`src/rtl/serial_pkg.sv`:
```
// rtl/serial_pkg.sv - shared state encoding and line levels for serial_tx
package serial_pkg;

  typedef enum logic [2:0] {
    IDLE   = 3'd0,
    START  = 3'd1,
    DATA   = 3'd2,
    PARITY = 3'd3,
    STOP   = 3'd4
  } state_t;

  localparam logic LINE_IDLE  = 1'b1;
  localparam logic LINE_START = 1'b0;

endpackage

```
`src/rtl/bit_tick_counter.sv`:
```
// rtl/bit_tick_counter.sv - per-bit cycle counter; tick marks the last cycle of a line bit
module bit_tick_counter #(
  parameter int CLKS_PER_BIT = 4
) (
  input  logic clk,
  input  logic reset,
  input  logic clear,
  output logic tick
);

  localparam int CW = (CLKS_PER_BIT > 1) ? $clog2(CLKS_PER_BIT) : 1;

  logic [CW-1:0] count;

  assign tick = !clear && (count == CW'(CLKS_PER_BIT - 1));

  always_ff @(posedge clk or posedge reset) begin
    if (reset) begin
      count <= '0;
    end else if (clear || tick) begin
      count <= '0;
    end else begin
      count <= count + CW'(1);
    end
  end

endmodule

```
`src/rtl/serial_tx.sv`:
```
// rtl/serial_tx.sv - parallel-in serial-out frame transmitter
// Define SERIAL_TX_PARITY_EN to insert an even-parity bit between data and stop bits.
module serial_tx
  import serial_pkg::*;
#(
  parameter int DATA_WIDTH   = 8,
  parameter int CLKS_PER_BIT = 4,
  parameter int STOP_BITS    = 1
) (
  input  logic                  clk,
  input  logic                  reset,
  input  logic [DATA_WIDTH-1:0] tx_data,
  input  logic                  tx_valid,
  output logic                  tx_ready,
  output logic                  tx_line,
  output logic                  busy,
  output logic                  done
);

  localparam int BW = $clog2(DATA_WIDTH + 1);

  state_t                state, state_next;
  logic [DATA_WIDTH-1:0] shreg, shreg_next;
  logic [BW-1:0]         bit_cnt, bit_cnt_next;
  logic                  line_next;
  logic                  done_next;
  logic                  tick;
  logic                  accept;
  logic                  last_data;
  logic                  last_stop;

  assign tx_ready  = (state == IDLE);
  assign busy      = (state != IDLE);
  assign accept    = tx_valid && tx_ready;
  assign last_data = (bit_cnt == BW'(DATA_WIDTH - 1));
  assign last_stop = (bit_cnt == BW'(STOP_BITS - 1));

  bit_tick_counter #(
    .CLKS_PER_BIT(CLKS_PER_BIT)
  ) u_tick (
    .clk   (clk),
    .reset (reset),
    .clear (state == IDLE),
    .tick  (tick)
  );

`ifdef SERIAL_TX_PARITY_EN
  logic parity_q;

  always_ff @(posedge clk or posedge reset) begin
    if (reset) begin
      parity_q <= 1'b0;
    end else if (accept) begin
      parity_q <= ^tx_data;
    end
  end
`endif

  always_ff @(posedge clk or posedge reset) begin
    if (reset) begin
      state   <= IDLE;
      shreg   <= '0;
      bit_cnt <= '0;
      tx_line <= LINE_IDLE;
      done    <= 1'b0;
    end else begin
      state   <= state_next;
      shreg   <= shreg_next;
      bit_cnt <= bit_cnt_next;
      tx_line <= line_next;
      done    <= done_next;
    end
  end

  always_comb begin
    state_next = state;
    case (state)
      IDLE:   if (accept) state_next = START;
      START:  if (tick) state_next = DATA;
      DATA: begin
        if (tick && last_data) begin
`ifdef SERIAL_TX_PARITY_EN
          state_next = PARITY;
`else
          state_next = STOP;
`endif
        end
      end
`ifdef SERIAL_TX_PARITY_EN
      PARITY: if (tick) state_next = STOP;
`endif
      STOP:   if (tick && last_stop) state_next = IDLE;
      default: state_next = IDLE;
    endcase
  end

  // tx_line is registered, so it is derived from the values the registers are about to take
  always_comb begin
    shreg_next   = shreg;
    bit_cnt_next = bit_cnt;
    done_next    = 1'b0;
    if (accept) begin
      shreg_next   = tx_data;
      bit_cnt_next = '0;
    end else if (tick && state == DATA) begin
      shreg_next   = shreg >> 1;
      bit_cnt_next = last_data ? '0 : bit_cnt + BW'(1);
    end else if (tick && state == STOP) begin
      bit_cnt_next = last_stop ? '0 : bit_cnt + BW'(1);
      done_next    = last_stop;
    end

    case (state_next)
      START:   line_next = LINE_START;
      DATA:    line_next = shreg_next[0];
`ifdef SERIAL_TX_PARITY_EN
      PARITY:  line_next = parity_q;
`endif
      default: line_next = LINE_IDLE;
    endcase
  end

endmodule

```
`config.mk`:
```
export PLATFORM = sky130hd
export DESIGN_NAME = serial_tx
export DESIGN_NICKNAME = d
export VERILOG_FILES = /design/src/rtl/serial_pkg.sv /design/src/rtl/bit_tick_counter.sv /design/src/rtl/serial_tx.sv
export SDC_FILE = /design/constraint.sdc
export NUM_CORES = 1
export LEC_CHECK = 0
export CORE_MARGIN = 10
export CORE_UTILIZATION = 30
export CTS_CLUSTER_DIAMETER = 200
export DETAILED_ROUTE_END_ITERATION = 6
export GPL_ROUTABILITY_DRIVEN = 0
export GPL_TIMING_DRIVEN = 0
export PLACE_DENSITY_LB_ADDON = 0.05
export SYNTH_ARGS = -nofsm -noshare
export SYNTH_HDL_FRONTEND = slang
export SYNTH_HIERARCHICAL = 1
export SYNTH_SLANG_ARGS = --single-unit
```
`constraint.sdc`:
```
create_clock -name clk -period 1.9 [get_ports clk]
set_input_delay 0.38 -clock clk [delete_from_list [all_inputs] [get_ports clk]]
set_output_delay 0.38 -clock clk [all_outputs]
set_load 0.03 [all_outputs]
```
==> impl_metrics.env, run 1 <==
export IMPL_outcome="finished, violations left"
export IMPL_violated_checks="setup timing"
export IMPL_core_um2=3340
export IMPL_timing_clock_skew_ns=0.00314
export IMPL_final_min_period_over_clock_period_pct=101
export IMPL_worst_setup_path_startpoint="state[0]$_DFF_PP0_"
export IMPL_clk_transition_reported_paths_ns=0.12
export IMPL_drt_wirelength_per_cell_um=13.6
export IMPL_postLayoutCoreUtil_pct=42.3
export IMPL_yosysSeqAreaShare_pct=45.7
export IMPL_totalWireLength_mm=2.34
export IMPL_power_leakage_nw=0.591
export IMPL_post_place_ws_ns=-0.193
export IMPL_timing_critical_path_required_ns=2.13
export IMPL_fin_nets=141
export IMPL_fin_crit_period_ns=1.93
export IMPL_max_freq_ghz=0.519
export IMPL_synth_avg_cell_area_um2=10.5
export IMPL_drive_gt1_share_pct=32.5
export IMPL_capture_point_of_the_worst_reg_to_reg_path="bit_cnt[3]$_DFFE_PP0P_"
export IMPL_worst_path_max_fanout=4
export IMPL_finish_instance_area_um2=1410
export IMPL_cts_buffer_depth=2
export IMPL_remaining_drc_errors=0
export IMPL_cts_hold_fix_buffers=0
export IMPL_final_max_slew_violation_count=0
export IMPL_clockRootBuffer="clkbuf_4"
export IMPL_fillerInstances=338
export IMPL_drt_vias_per_instance=4.67
export IMPL_netSwitchingPower_uw=705
export IMPL_synth_cell_area_um2=1040
export IMPL_floorplan_initialDensity_pct=31.2
export IMPL_floorplan_die_height_um=78.9
export IMPL_hold_viol_final=0
export IMPL_worstSetupEndpoint="bit_cnt[3]$_DFFE_PP0P_"
export IMPL_mappedNetlistNets=113
export IMPL_antenna_left=0
export IMPL_dp_cells=159
export IMPL_power_density_nw_per_um2=1260
export IMPL_global_route_wire_length_before_repair_mm=4.03
export IMPL_grt_setup_unrepaired="true"
export IMPL_synth_seq_cells=19
export IMPL_timing_critical_path_from_type="flip-flop"
export IMPL_holdCritPathClass="in -> async"
export IMPL_grt_pass1_vias=865
export IMPL_dpl_cell_area_um2=1260
export IMPL_drt_first_pass_iters=4
export IMPL_type_of_element_capturing_the_critical_path="flip-flop"
export IMPL_overflow=0
export IMPL_insertedDiodeCount=0
export IMPL_fp_dieArea_um2=6230
export IMPL_grt_antenna_before_repair=0
export IMPL_worst_pin_slew_ns=0.694
export IMPL_layout_setup_ws_ns=-0.0275
export IMPL_worst_ep_arrival_time_ns=2.15
export IMPL_hold_ws_ns=0.236
export IMPL_cellInternalPower_mw=1.08
export IMPL_power_combinational_fraction_pct=50.1
export IMPL_worstSkewPairLatency_ns=0.31
export IMPL_synthesis_yosys_warnings=6
export IMPL_tritoncts_num_buffers=3
export IMPL_multi_input_comb_area_um2=561
export IMPL_final_total_negative_setup_slack_ns=-0.0300
export IMPL_power_total_mw=1.78
export IMPL_die_w_um=78.9
export IMPL_layoutNonFillerInstCount=172
export IMPL_track_usage_pct=7.99
export IMPL_synth_lib_cells_used_distinct=35
export IMPL_critPathKind="reg -> reg"
export IMPL_worst_case_reg_to_reg_path_depth=9
export IMPL_vdd_ir_drop_worst_mv=0.348
export IMPL_place_port_buffers=14
export IMPL_area_growth_synth_to_final_pct=35.3
export IMPL_rows=21
export IMPL_numClockSinks=19
export IMPL_slew_headroom_pct=53.7
export IMPL_grt_max_degree=18
export IMPL_setup_violations_final=3
export IMPL_cts_tree="built"
export IMPL_r2r_start="state[0]$_DFF_PP0_"
export IMPL_cap_violations=0
export IMPL_final_seq_area_um2=477
export IMPL_via_count=803
export IMPL_switching_fraction_of_total_power_pct=39.6
export IMPL_initialDrtViolationCount=44
export IMPL_io_pins=15
export IMPL_cts_max_level=1
export IMPL_reg2reg_slack_ns=-0.03
export IMPL_seq_power_share_pct=37.6
export IMPL_power_clock_fraction_pct=12.3
export IMPL_postSynthCellCount=99
export IMPL_dp_hpwl_mm=1.58
## flip-flops by register name (all words and copies together), names as in the netlist
name	flops
state	3
bit_cnt	4
shreg	8
tx_line	1
done	1
u_tick/count	2
## metal layers
metal	GRT usage, %	share of wire, %	up-vias
met5	0	0	-
met4	3.23	0.68	0
met3	2.25	2.7	2
met2	13.7	49	11
met1	9.18	48	388
li1	-	-	402
## cell usage after synthesis
master	instances	area, um2
and4b_1	1	10.0
o41ai_1	1	8.76
o32ai_1	1	8.76
nand2_1	9	33.8
inv_1	6	22.5
and2b_2	1	8.76
buf_4	2	15.0
nand3_1	1	5.00
o21ai_0	8	40.0
nor3b_2	1	12.5
buf_6	3	33.8
a211oi_1	1	7.51
or3_2	1	7.51
nor3_1	3	15.0
ha_1	3	37.5
and2_4	1	8.76
nor4b_1	2	17.5
nor4b_2	1	15.0
a22o_1	1	8.76
mux2i_1	9	90.1
a21oi_1	3	15.0
a22oi_1	1	7.51
o31ai_1	1	7.51
nor2_1	4	15.0
nor2b_1	5	31.3
nor3b_1	2	15.0
dfstp_2	1	26.3
buf_2	1	5.00
nand2b_1	2	12.5
and4bb_2	1	12.5
nand2b_4	1	13.8
or3b_2	1	8.76
or4_1	1	7.51
o211ai_1	1	7.51
dfrtp_1	18	450
## layout make-up
type,count,share of cell area [%]
multi-input cells,68,39.8
flip-flops and latches,19,33.8
repair buffers,23,14.2
plain buffers,6,4.35
well taps,46,4.08
inverters,6,1.86
clock buffers,3,1.60
clock inverters,1,0.355
## critical path, cell delays in order, from the launching register on
cell,delay [ns]
dfrtp_1,0.41
buf_6,0.12
or3_4,0.39
clkinvlp_4,0.10
nor2b_4,0.06
buf_6,0.12
and4b_1,0.20
nor2b_1,0.11
o211ai_1,0.13
o31ai_1,0.21
## placed cells by master, fill, tap and decap left out, drive strengths merged, types with 3 or more instances in the layout
| cell | count |
|---|---|
| dfrtp | 18 |
| buf | 17 |
| clkdlybuf4s50 | 11 |
| nand2 | 9 |
| mux2i | 9 |
| o21ai | 8 |
| inv | 5 |
| nor2b | 5 |
| nor2 | 4 |
| ha | 3 |
| clkbuf | 3 |
| nor4b | 3 |
| nand2b | 3 |
| nor3b | 3 |
| a21oi | 3 |
| nor3 | 3 |
## timing repair
action | CTS | global route
cloned | 0 | 0
endpoints found under the setup margin | 10 | 12
pin swaps | 3 | 4
setup buffers | 7 | 2
gates resized for setup | 15 | 8
## power by group through the flow
stage / registers [mW] / clock network [mW] / logic (mW)
4_1_cts: 0.658 / 0.231 / 0.829
3_5_place_dp: 0.667 / 0 / 0.780
6_report: 0.670 / 0.219 / 0.892
5_1_grt: 0.695 / 0.252 / 0.990
3_3_place_gp: 0.663 / 0 / 0.773
2_1_floorplan: 0.663 / 0 / 0.571
## worst min-delay path by stage
stage | start | end | slack (ns) | cells past startpoint
3_3_place_gp | u_tick/count[0]$_DFF_PP0_ | u_tick/count[0]$_DFF_PP0_ | 0.43 | 1
6_report | reset | u_tick/count[1]$_DFF_PP0_ | 0.24 | 2
5_1_grt | reset | u_tick/count[1]$_DFF_PP0_ | 0.23 | 2
2_1_floorplan | reset | u_tick/count[0]$_DFF_PP0_ | 0.12 | 1
3_5_place_dp | u_tick/count[0]$_DFF_PP0_ | u_tick/count[0]$_DFF_PP0_ | 0.44 | 1
4_1_cts | reset | u_tick/count[0]$_DFF_PP0_ | 0.22 | 2
## kinds of logic (layout without fill, tap and decap cells)
kind of cell,after synthesis,after routing,share of synthesized area [%]
simple gates,38,38,24.0
flops,19,19,45.7
compound gates,18,18,10.7
buf+inv,12,39,7.32
mux,9,9,8.64
fa+ha+maj,3,3,3.60
Note: power is estimated with default switching activity, not from simulation.
==> run 2: changes to the inputs <==
--- a/config.mk
+++ b/config.mk
@@ -12,6 +12,7 @@
 export GPL_ROUTABILITY_DRIVEN = 0
 export GPL_TIMING_DRIVEN = 0
 export PLACE_DENSITY_LB_ADDON = 0.05
+export SLEW_MARGIN = 15
 export SYNTH_ARGS = -nofsm -noshare
 export SYNTH_HDL_FRONTEND = slang
 export SYNTH_HIERARCHICAL = 1
==> results of run 2 <==
Final layout, timing and power as in run 1 (identical DEF).
